[src/rtl/ball_motion.sv]
// Ball position/velocity owner: accumulates collision side/angle hits during a frame,
// applies them once per frame, then advances the ball in 1/16-pixel fixed point.
module ball_motion #(
    parameter int BALL_SIZE = 16,
    parameter int BAT_WIDTH = 64,
    parameter int SCREEN_W  = 640,
    parameter int SCREEN_H  = 480,
    parameter int SERVE_Y   = 400
) (
    input  logic        clk,
    input  logic        resetN,
    input  logic        startOfFrame,
    input  logic [4:0]  ballCollision,
    input  logic [2:0]  batCollision,
    input  logic [10:0] batTopLeftX,
    input  logic        launch,
    output logic [10:0] ballTopLeftX,
    output logic [10:0] ballTopLeftY,
    output logic        inPlay,
    output logic        ballLost
);

    localparam logic signed [15:0] SERVE_OFS  = 16'((BAT_WIDTH / 2 - BALL_SIZE / 2) * 16);
    localparam logic signed [15:0] SERVE_Y_FX = 16'(SERVE_Y * 16);
    localparam logic signed [15:0] X_MAX      = 16'((SCREEN_W - BALL_SIZE) * 16);
    localparam logic signed [16:0] X_MAX_W    = 17'((SCREEN_W - BALL_SIZE) * 16);
    localparam logic signed [15:0] Y_LOST     = 16'(SCREEN_H * 16);

    typedef enum logic [2:0] {S_SERVE, S_PLAY, S_APPLY, S_MOVE, S_LOST} state_t;

    state_t             state_reg, state_next;
    logic signed [15:0] x_reg, x_next, y_reg, y_next;
    logic signed [9:0]  vx_reg, vx_next, vy_reg, vy_next;
    logic [3:0]         side_reg, side_next;
    logic [2:0]         angle_reg, angle_next;

    logic [3:0]         hit_side;
    logic [2:0]         hit_angle;
    logic signed [15:0] serve_x;
    logic signed [9:0]  ang_vx, ang_vy, vx_t, vy_t;
    logic signed [16:0] x_sum, y_sum;
    logic signed [15:0] y_new;

    function automatic logic signed [9:0] mag(input logic signed [9:0] v);
        return v[9] ? -v : v;
    endfunction

    assign hit_side  = ballCollision[4] ? ballCollision[3:0] : 4'b0000;
    assign hit_angle = (ballCollision[4] && ballCollision[1]) ? batCollision : 3'b000;
    assign serve_x   = $signed({1'b0, batTopLeftX, 4'b0000}) + SERVE_OFS;
    assign x_sum     = 17'(x_reg) + 17'(vx_reg);
    assign y_sum     = 17'(y_reg) + 17'(vy_reg);
    assign y_new     = y_sum[16] ? 16'sd0 : y_sum[15:0];

    // Bat-angle steering table, speed 64 in 1/16 px per frame.
    always_comb begin
        ang_vx = 10'sd0;
        ang_vy = 10'sd0;
        case (angle_reg)
            3'b001:  begin ang_vx = -10'sd55; ang_vy = -10'sd32; end
            3'b010:  begin ang_vx = -10'sd45; ang_vy = -10'sd45; end
            3'b011:  begin ang_vx = -10'sd32; ang_vy = -10'sd55; end
            3'b100:  begin ang_vx =  10'sd0;  ang_vy = -10'sd64; end
            3'b101:  begin ang_vx =  10'sd32; ang_vy = -10'sd55; end
            3'b110:  begin ang_vx =  10'sd45; ang_vy = -10'sd45; end
            3'b111:  begin ang_vx =  10'sd55; ang_vy = -10'sd32; end
            default: begin ang_vx =  10'sd0;  ang_vy =  10'sd0;  end
        endcase
    end

    // Per-frame velocity: bat steering beats side reflections; walls override both.
    always_comb begin
        vx_t = vx_reg;
        vy_t = vy_reg;
        if (angle_reg != 3'b000 && side_reg[1]) begin
            vx_t = ang_vx;
            vy_t = ang_vy;
        end else begin
            case (side_reg[3:2])
                2'b10:   vx_t = mag(vx_reg);
                2'b01:   vx_t = -mag(vx_reg);
                2'b11:   vx_t = -vx_reg;
                default: vx_t = vx_reg;
            endcase
            case (side_reg[1:0])
                2'b10:   vy_t = -mag(vy_reg);
                2'b01:   vy_t = mag(vy_reg);
                2'b11:   vy_t = -vy_reg;
                default: vy_t = vy_reg;
            endcase
        end
        if (x_reg[15] || x_reg == 16'sd0) begin
            vx_t = mag(vx_t);
        end else if (x_reg >= X_MAX) begin
            vx_t = -mag(vx_t);
        end
        if (y_reg[15] || y_reg == 16'sd0) begin
            vy_t = mag(vy_t);
        end
    end

    always_comb begin
        state_next = state_reg;
        x_next     = x_reg;
        y_next     = y_reg;
        vx_next    = vx_reg;
        vy_next    = vy_reg;
        side_next  = side_reg | hit_side;
        angle_next = (hit_angle != 3'b000) ? hit_angle : angle_reg;
        case (state_reg)
            S_SERVE: begin
                x_next     = serve_x;
                y_next     = SERVE_Y_FX;
                vx_next    = 10'sd0;
                vy_next    = 10'sd0;
                side_next  = 4'b0000;
                angle_next = 3'b000;
                if (launch) begin
                    vx_next    = 10'sd45;
                    vy_next    = -10'sd45;
                    state_next = S_PLAY;
                end
            end
            S_PLAY: begin
                if (startOfFrame) state_next = S_APPLY;
            end
            S_APPLY: begin
                // Pending is consumed here; a hit landing this cycle starts the next frame.
                side_next  = hit_side;
                angle_next = hit_angle;
                vx_next    = vx_t;
                vy_next    = vy_t;
                state_next = S_MOVE;
            end
            S_MOVE: begin
                if (x_sum[16]) begin
                    x_next = 16'sd0;
                end else if (x_sum > X_MAX_W) begin
                    x_next = X_MAX;
                end else begin
                    x_next = x_sum[15:0];
                end
                y_next     = y_new;
                state_next = (y_new >= Y_LOST) ? S_LOST : S_PLAY;
            end
            S_LOST: begin
                vx_next    = 10'sd0;
                vy_next    = 10'sd0;
                state_next = S_SERVE;
            end
            default: state_next = S_SERVE;
        endcase
    end

    always_ff @(posedge clk or negedge resetN) begin
        if (!resetN) begin
            state_reg <= S_SERVE;
            x_reg     <= SERVE_OFS;
            y_reg     <= SERVE_Y_FX;
            vx_reg    <= 10'sd0;
            vy_reg    <= 10'sd0;
            side_reg  <= 4'b0000;
            angle_reg <= 3'b000;
        end else begin
            state_reg <= state_next;
            x_reg     <= x_next;
            y_reg     <= y_next;
            vx_reg    <= vx_next;
            vy_reg    <= vy_next;
            side_reg  <= side_next;
            angle_reg <= angle_next;
        end
    end

    assign ballTopLeftX = x_reg[14:4];
    assign ballTopLeftY = y_reg[14:4];
    assign inPlay       = (state_reg == S_PLAY) || (state_reg == S_APPLY) || (state_reg == S_MOVE);
    assign ballLost     = (state_reg == S_LOST);

endmodule

[config.mk]
export PLATFORM = sky130hd
export DESIGN_NAME = ball_motion
export DESIGN_NICKNAME = d
export VERILOG_FILES = /design/src/rtl/ball_motion.sv
export SDC_FILE = /design/constraint.sdc
export NUM_CORES = 1
export LEC_CHECK = 0
export BUFFER_PORTS_ARGS = -buffer_cell sky130_fd_sc_hd__buf_2
export CELL_PAD_IN_SITES_DETAIL_PLACEMENT = 1
export CELL_PAD_IN_SITES_GLOBAL_PLACEMENT = 1
export CORE_MARGIN = 4
export CORE_UTILIZATION = 40
export DETAILED_ROUTE_END_ITERATION = 8
export HOLD_SLACK_MARGIN = 0.12
export PLACE_DENSITY_LB_ADDON = 0.2
export RECOVER_POWER = 25
export SYNTH_ARGS = -nofsm -noshare
export SYNTH_HDL_FRONTEND = slang
export SYNTH_SLANG_ARGS = --single-unit
[constraint.sdc]
create_clock -name clk -period 4.9 [get_ports clk]
set_clock_uncertainty 0.15 [all_clocks]
set_input_delay 0.98 -clock clk [delete_from_list [all_inputs] [get_ports clk]]
set_output_delay 0.98 -clock clk [all_outputs]
set_load 0.02 [all_outputs]
==> flow_summary.yaml <==
sta:
  drv_slew: 65
  timing.final.ws_setup_ns: 0.425
  max_freq_mhz: 223
  worstMarginPinSlew_ns: 1.90
  setup_violations: 0
  rsz0062_at_grt: "no"
  hold_viol: 0
  finalSetupTns_ns: 0
  post-route-period-util_pct: 91.3
  period_minus_slack_ns: 4.48
  hold_slack_ns: 0.400
  slew_headroom_pct: -26.4
cts:
  cts_buffers: 9
  cts-root-buf: "clkbuf_16"
  cts_hold_buf: 0
  cts_tree: "built"
  cts.sinks: 62
  clock_latency_ns: 0.34
  cts-resized-gates: 0
  cts_setup_buffers: 0
  clockBufferDepth: 2
  htreeDepth: 3
  clk_pin_slew_ns: 0.06
floorplan:
  rows: 48
  die_area_sq_mm: 0.0204
  boundaryPins: 47
  start_util_pct: 41.4
  fp.dieW_um: 143
  core_sq_mm: 0.0175
  die_h_um: 143
synth:
  synth_edf_count: 0
  synth_cell_types: 99
  ys.flop_type: "dfrtp_1"
  synthCells: 913
  synth_top_area_share_pct: 19.7
  yosys_register_bits: 62
  ys.warnings.count: 0
  synth_common_cells: "a21oi_1, nor2_1, nand2_1, o21ai_0, dfrtp_1"
  yosysMostFrequentCell: "a21oi_1"
  synthArstFlopShare_pct: 100
  syn-num-nets: 980
  yosys-top-cells-area: "dfrtp_1, ha_1, a21oi_1"
  seq_area_frac_synth_pct: 21.5
  avgSynthCellArea_sq_um: 7.95
  synth.cell_area_sq_mm: 0.00726
  synth_top_area_cell: "dfrtp_1"
grt:
  antenna_found_initial: 0
  grt_pass1_vias: 7216
  grt.overflow.total: 0
  grt_max_degree: 33
  grt_pass1_wl_um: 38600
  grt_usage_pct: 23.3
worst_setup_path:
  reg2reg_depth: 15
  critPathKind: "flip-flop to flip-flop"
  rr_startpoint: "vx_reg[0]"
  critPathArrivalTime_ns: 4.51
  end_kind: "flip-flop"
  reg2reg_slack_ns: 0.42
  rr_endpoint: "vx_reg[9]"
  critPathRequiredTime_ns: 4.93
  path_max_fanout: 8
  startpoint_type: "flip-flop"
routing:
  routed-via-count: 7145
  drc_errors: 0
  first_iter_violations: 403
  ant_nets: 0
  routed_wl_um: 23700
  wl_per_cell_um: 20.8
  viasPerCell: 6.25
  dr.pass1.iters: 5
outcome:
  violations: "capacitance limit, slew limit"
  status: "finished, violations left"
layout:
  antennaDiodeCount: 0
  fillers: 2196
  nets: 981
  area_growth_pct: 7.21
  post-route-util_pct: 44.4
  drive_gt1_share_pct: 12.2
placement:
  dp_slack_ns: 0.491
  place_congestion: 0.835
  hpwlAfterDp_um: 18000
  portBuffers: 46
worst_hold_path:
  min_from: "x_reg[0]"
  hold_path.class: "flip-flop to flip-flop"
  min_to: "x_reg[0]"
  holdPathStages: 1
run:
  maxCapViolCount: 2
cell usage in the layout, fill, tap and decap left out, types with 22 or more instances in the layout:
master,count
xnor2_1,41
xor2_1,22
nor2_1,78
a21oi_1,83
ha_1,42
nand3_1,23
dfrtp_1,57
nand2_1,64
o21ai_0,59
nor3_1,26
inv_1,22
buf_2,44
routing by layer:
metal	share of wire [%]	vias up	wire length (um)	global-route usage (%)
li1	-	3433	-	-
met1	49	3567	11600	33.1
met2	46	116	11000	38.1
met3	3.3	29	778	2.95
met4	1.7	0	410	5.40
met5	0	-	0	0
kinds of logic (layout without fill, tap and decap cells):
group                      Yosys count  after routing  synth area share, %
AOI/OAI and AO/OA                  329            329                 32.0
xor gates and xnor gates            65             65                 8.21
adders and majority gates           44             44                 7.79
buffers and inverters               95            101                 7.21
DFF                                 62             62                 21.5
muxes                                9              9                 1.28
and+or+nand+nor                    309            309                 22.1
how the worst max path moves through the flow:
stage / from / to / slack, ns / cells after the start
3_3_place_gp: vx_reg[0] / x_reg[0] / 0.61 / 13
5_1_grt: vx_reg[0] / vx_reg[9] / 0.09 / 15
4_1_cts: vx_reg[1] / vx_reg[9] / 0.48 / 15
6_report: vx_reg[0] / vx_reg[9] / 0.42 / 15
3_5_place_dp: vx_reg[1] / vx_reg[9] / 0.49 / 15
2_1_floorplan: vx_reg[9] / vx_reg[9] / 0.83 / 16
area by class of cell:
cell class	count	area, sq um	share of cell area, %
sequential	62	1560	20.0
inverter	22	82.6	1.06
multi-input combinational	756	5180	66.5
timing repair buffer	63	348	4.47
tap	225	282	3.62
clock buffer	12	256	3.30
clock inverter	4	77.6	0.997
metrics by stage:
step / cells / cell area, sq um
after CTS: 1144 / 7790
after global routing: 1144 / 7780
after floorplan: 913 / 7260
final: 1144 / 7780
after global placement: 1128 / 7460
after detailed placement: 1128 / 7460
worst max-delay path, stage by stage (launching register included):
cell and delay, ns:
dfrtp_1 0.51, inv_1 0.16, ha_1 0.37, mux2i_1 0.10, ha_1 0.28, nand3_1 0.11
a21oi_1 0.08, o21ai_0 0.38, nand3_1 0.31, or2_2 0.43, or2_1 0.31, a21o_1 0.19
a21o_1 0.23, a2111oi_4 0.38, o221a_2 0.25, o32ai_2 0.08
Power is not shown: default switching activity piles up to over one toggle a cycle in this logic, so the estimate is an artifact.
